## config.mk

```make
export PLATFORM = sky130hd
export DESIGN_NAME = axis_char_cipher
export DESIGN_NICKNAME = d
export VERILOG_FILES = /design/src/rtl/axis_char_cipher.sv
export SDC_FILE = /design/constraint.sdc
export NUM_CORES = 1
export LEC_CHECK = 0
export ABC_AREA = 1
export ABC_CLOCK_PERIOD_IN_PS = 4300
export BUFFER_PORTS_ARGS = -buffer_cell sky130_fd_sc_hd__buf_2
export CAP_MARGIN = 20
export CORE_MARGIN = 10
export CORE_UTILIZATION = 45
export DETAILED_ROUTE_END_ITERATION = 10
export PLACE_DENSITY = 0.81
export SLEW_MARGIN = 20
export SYNTH_ARGS = -nofsm -noshare
export SYNTH_HDL_FRONTEND = slang
export SYNTH_SLANG_ARGS = --single-unit
```

## constraint.sdc

```tcl
create_clock -name ap_clk -period 4.3 [get_ports ap_clk]
set_clock_uncertainty 0.2 [all_clocks]
set_input_delay 0.43 -clock ap_clk [delete_from_list [all_inputs] [get_ports ap_clk]]
set_output_delay 0.43 -clock ap_clk [all_outputs]
set_load 0.005 [all_outputs]
```

## src/rtl/axis_char_cipher.sv

```systemverilog
// AXI4-Stream character transformer: N byte lanes, per-packet mode/key,
// 2-entry output buffer with registered TREADY, packet/byte statistics.
`timescale 1ns/1ps
module axis_char_cipher #(
  parameter int LANES = 1,
  parameter int CNT_W = 32
) (
  input  logic               ap_clk,
  input  logic               ap_rst_n,
  input  logic [1:0]         mode,
  input  logic [7:0]         key,
  input  logic [8*LANES-1:0] input_r_TDATA,
  input  logic [LANES-1:0]   input_r_TKEEP,
  input  logic               input_r_TLAST,
  input  logic               input_r_TVALID,
  output logic               input_r_TREADY,
  output logic [8*LANES-1:0] output_r_TDATA,
  output logic [LANES-1:0]   output_r_TKEEP,
  output logic               output_r_TLAST,
  output logic               output_r_TVALID,
  input  logic               output_r_TREADY,
  output logic [CNT_W-1:0]   pkt_count,
  output logic [CNT_W-1:0]   byte_count
);

  localparam int DW = 8 * LANES;
  localparam logic IDLE   = 1'b0;
  localparam logic IN_PKT = 1'b1;

  logic             state;
  logic [1:0]       mode_q;
  logic [7:0]       key_q;
  logic [1:0]       occ;
  logic [1:0]       occ_nxt;
  logic             tready_q;
  logic [DW-1:0]    d0, d1;
  logic [LANES-1:0] k0, k1;
  logic             l0, l1;
  logic             in_acc;
  logic             out_acc;
  logic [1:0]       eff_mode;
  logic [7:0]       eff_key;
  logic [DW-1:0]    xdata;
  logic [CNT_W-1:0] pop;

  function automatic logic [7:0] xform(
    input logic [1:0] m,
    input logic [7:0] k,
    input logic [7:0] c
  );
    logic [4:0] s;
    logic [5:0] t;
    logic [7:0] r;
    logic       lower;
    logic       upper;
    s = (k[4:0] >= 5'd26) ? k[4:0] - 5'd26 : k[4:0];
    lower = (c >= 8'h61) && (c <= 8'h7a);
    upper = (c >= 8'h41) && (c <= 8'h5a);
    t = 6'd0;
    r = c;
    case (m)
      2'd1: begin
        if (lower || upper) begin
          t = 6'(c - (lower ? 8'h61 : 8'h41)) + 6'(s);
          if (t >= 6'd26) t = t - 6'd26;
          r = (lower ? 8'h61 : 8'h41) + 8'(t);
        end
      end
      2'd2: r = c ^ k;
      2'd3: r = (lower || upper) ? (c ^ 8'h20) : c;
      default: r = c;
    endcase
    return r;
  endfunction

  assign in_acc  = input_r_TVALID && tready_q;
  assign out_acc = (occ != 2'd0) && output_r_TREADY;

  // First beat of a packet uses the live controls; later beats the latched pair.
  assign eff_mode = (state == IDLE) ? mode : mode_q;
  assign eff_key  = (state == IDLE) ? key  : key_q;

  always_comb begin
    xdata = '0;
    for (int i = 0; i < LANES; i++) begin
      if (input_r_TKEEP[i])
        xdata[8*i +: 8] = xform(eff_mode, eff_key, input_r_TDATA[8*i +: 8]);
    end
  end

  always_comb begin
    pop = '0;
    for (int i = 0; i < LANES; i++)
      pop = pop + CNT_W'(k0[i]);
  end

  always_comb begin
    occ_nxt = occ;
    if (in_acc && !out_acc)      occ_nxt = occ + 2'd1;
    else if (!in_acc && out_acc) occ_nxt = occ - 2'd1;
  end

  always_ff @(posedge ap_clk) begin
    if (!ap_rst_n) begin
      state      <= IDLE;
      mode_q     <= '0;
      key_q      <= '0;
      occ        <= '0;
      tready_q   <= 1'b0;
      d0         <= '0;
      d1         <= '0;
      k0         <= '0;
      k1         <= '0;
      l0         <= 1'b0;
      l1         <= 1'b0;
      pkt_count  <= '0;
      byte_count <= '0;
    end else begin
      if (in_acc && state == IDLE) begin
        mode_q <= mode;
        key_q  <= key;
      end
      if (in_acc)
        state <= input_r_TLAST ? IDLE : IN_PKT;
      if (out_acc) begin
        if (occ == 2'd2) begin
          d0 <= d1;
          k0 <= k1;
          l0 <= l1;
        end else if (in_acc) begin
          d0 <= xdata;
          k0 <= input_r_TKEEP;
          l0 <= input_r_TLAST;
        end
      end else if (in_acc) begin
        if (occ == 2'd0) begin
          d0 <= xdata;
          k0 <= input_r_TKEEP;
          l0 <= input_r_TLAST;
        end else begin
          d1 <= xdata;
          k1 <= input_r_TKEEP;
          l1 <= input_r_TLAST;
        end
      end
      occ      <= occ_nxt;
      tready_q <= (occ_nxt != 2'd2);
      if (out_acc) begin
        byte_count <= byte_count + pop;
        if (l0) pkt_count <= pkt_count + 1'b1;
      end
    end
  end

  assign input_r_TREADY  = tready_q;
  assign output_r_TVALID = (occ != 2'd0);
  assign output_r_TDATA  = d0;
  assign output_r_TKEEP  = k0;
  assign output_r_TLAST  = l0;

endmodule

```

==> results.md <==
* Status: complete, no violations
* YS warnings at 0
* Global-route wire length before repair at 24,000 um
* Die X at about 130 um
* Reg clk slew, reported paths at roughly 70 ps
* Maximum vdd drop at between 600 and 700 uV
* CTS max path bufs at 2
* Post-route DRC at 0
* Total of max-cap violations at 0
* Routed WL at between 10,000 and 15,000 um
* CTS tree: built
* RePlAce Congestion at approximately 0.9
* Highest cell delay on the worst timing path at roughly 400 ps
* Cts-stage hold buffer count at 0
* PnR Total Power at 3.58 mW
* Area of the multi-input gates at approximately 3300 um2
* Crit-path most repeated cell: nand2_1
* Power per Cell Area at around 520 nW/um2
* Die ar. at around 17,000 um2
* CP arrival at just over 4000 ps
* FF+latch count, synth at slightly below 100
* Root Driver: clkbuf_16
* Synth Net Count at between 800 and 900
* Worst Hold Class: in -> reg
* Yosys cell types at 49
* Die extent in y at 131 um
* Max-slew violations at 0
* Vias in the first global route at between 5,000 and 6,000
* PortBufs at 99
* Placed cells at 1,059
* WS Path Type: reg -> reg
* Setup TNS at 0 ps
* Worst path top cell family by delay: adder cells
* Yosys top cell area share at about a third
* Area leader, netlist: dfxtp_1
* LEAKAGE at ~3.1 nW
* Initial DRT Pass Iterations at 5
* Layout cells sized above 1 at ~22%
* Worst Path Buf+Inv at 4
* Crit end category: flop
* Critical Path Slowest Stage Cell: dfxtp_4
* Largest net degree at the start of global routing at 56
* Synth top area cells: dfxtp_1 (35%), nand2_1 (9.1%), inv_1 (7.9%), nor2_1 (6.6%), a21oi_1 (5.5%)
* Design area at ~7000 um2
* RSZ-0062 raised after global routing: true
* Clk_lat worst skew at 350 ps
* Post-Synthesis Cells at around 800
* Via Count at between 5,000 and 6,000
* Mean Syn Cell Area at about 7 um2
* Final hold violation count at 0
* Synthesized area at 5580 um2
* Slew HR at 32.3%
* CP Launch Type: flop
* Total gr overflow at 0
* DR WL/cell at 13.7 um
* Fill count at 1,122
* Register area at between 1500 and 2000 um2
* Worst Path Required at roughly 4300 ps
* TritonCTS buffer count at 9
* Depth of the CTS H-tree at 3
* Vias per cell at around 5.2
* Minimum clock period after layout at ~4200 ps
* Ant. Diodes at 0
* Post-Layout Cell Count at 1,080
* IO Count at 100
* Initial DRC Count at approximately 350
* Total GRT Usage at between 15 and 20%
* Area Overhead vs Synth at 22.8%
* NumNets Final at approximately 950
* Core footprint at roughly 12,000 um2
* Final setup vio count at 0
* Top_reg_cell synth: dfxtp_1
* Post-route ant nets at 0
* Area after DPL at 6320 um2
* Asr flop ratio synth at 0%
* Fin util at 56.8%
* Initial antenna violation count at 0
* Post-synth EDFFs at 0
* CTS sink cnt at 98
* Initial Utilization at a little under half
* Max Freq at ~240 MHz
* HPWL Detailed at approximately 11,000 um
* Slew at the pin closest to its max-slew limit at 1010 ps
* FP Rows at 40
* Final Cycle Share at just under 100%
* CP Max Fanout at 6
* Seq/Total Area, Yosys at 35.1%
## worst register-to-register path, delay by kind of cell, from the launching register on
family,cells,cell delay (ps)
AOI/OAI and AO/OA,5,600
xor gates and xnor gates,2,430
adders and majority gates,4,1060
buffers and inverters,4,430
DFF,1,390
and+or+nand+nor,10,880
## state kept, by name (all words and copies together) (netlist names), 2 cells and up
signal / count
byte_count: 32
key_q: 8
pkt_count: 32
output_r_TDATA: 8
d1: 8
occ: 2
mode_q: 2
## path summary, 6_finish.rpt
path	start	end	slack, ps	depth (start not counted)
max	state	output_r_TDATA[6]	150	25
min	mode[1]	mode_q[1]	140	3
max reg2reg	state	output_r_TDATA[6]	150	25
min reg2reg	key_q[2]	key_q[2]	250	2
## cell type report
cell class | instances | area share [%]
Multi-Input combinational cell | 562 | 48.0
Sequential cell | 98 | 28.7
Timing Repair Buffer | 119 | 9.48
Inverter | 119 | 6.52
Clock buffer | 10 | 3.49
Tap cell | 168 | 3.07
Clock inverter | 4 | 0.767
## power by group
group | leakage, nW | switching, mW | internal, mW
combinational | 2.15 | 1.04 | 0.701
sequential | 0.794 | 0.0446 | 0.983
clock | 0.145 | 0.342 | 0.462
total | 3.09 | 1.43 | 2.15
## kinds of logic (layout without fill, tap and decap cells)
group | count (synthesis) | after routing | synth area share, %
flip-flops | 98 | 98 | 35.1
multiplexers | 1 | 1 | 0.179
AO/OA/AOI/OAI | 163 | 163 | 16.6
buffers and inverters | 135 | 252 | 9.17
adder cells (fa/ha/maj) | 19 | 19 | 4.39
AND/OR/NAND/NOR | 352 | 352 | 30.3
XOR/XNOR | 27 | 27 | 4.24
## stage by stage
step                      hold WS, ps  setup WS [ps]
after floorplan                   229           39.2
after global placement            242           74.0
after detailed placement          247          -39.6
after CTS                         132           77.3
after global routing              147           -164
final                             140            148
## Yosys cell counts (3+ instances only)
| master | instances |
|---|---|
| nand2_1 | 135 |
| inv_1 | 118 |
| dfxtp_1 | 98 |
| nor2_1 | 98 |
| a21oi_1 | 61 |
| o21ai_0 | 60 |
| nand3_1 | 32 |
| xor2_1 | 22 |
| nor3_1 | 20 |
| ha_1 | 18 |
| nand4_1 | 13 |
| nor4_1 | 12 |
| clkbuf_1 | 11 |
| o21a_1 | 8 |
| nand3_2 | 7 |
| nor2_2 | 6 |
| o211ai_1 | 6 |
| a211oi_1 | 5 |
| nand2_2 | 5 |
| o21bai_1 | 5 |
| xnor2_1 | 5 |
| a221oi_1 | 4 |
| a31oi_1 | 4 |
| nor2_4 | 4 |
| nor3b_1 | 4 |
| buf_1 | 3 |
## layer usage
metal,GRT usage (%),share of wire [%]
met1,19.7,44
met2,26.8,47
met4,4.02,1.7
met3,5.26,6.9
met5,0,0
## timing repair
| item | in CTS | in global routing |
|---|---|---|
| setup endpoints to repair | 2 | 14 |
| setup buffers | 0 | 7 |
| gates resized for setup | 1 | 49 |
| pin swaps | 0 | 19 |
## cell usage in the layout (no fill, tap or decap), types with 4 or more instances in the layout
cell type	count
nor3_1	18
buf_2	99
a21oi_1	58
nand3_2	10
o21bai_1	5
nor2_2	8
o21a_1	8
nor4_1	12
xor2_1	22
nand2_2	8
a211oi_1	5
nand3_1	29
inv_2	4
inv_1	115
buf_4	19
a31oi_1	4
nor2_1	96
o211ai_1	6
a221oi_1	4
dfxtp_1	97
ha_1	11
o21ai_1	5
nand4_1	13
o21ai_0	53
nor2_4	4
xnor2_1	4
clkbuf_16	9
nand2_1	130
ha_4	4
nor3b_1	4
Note: power is estimated with default switching activity, not from simulation.
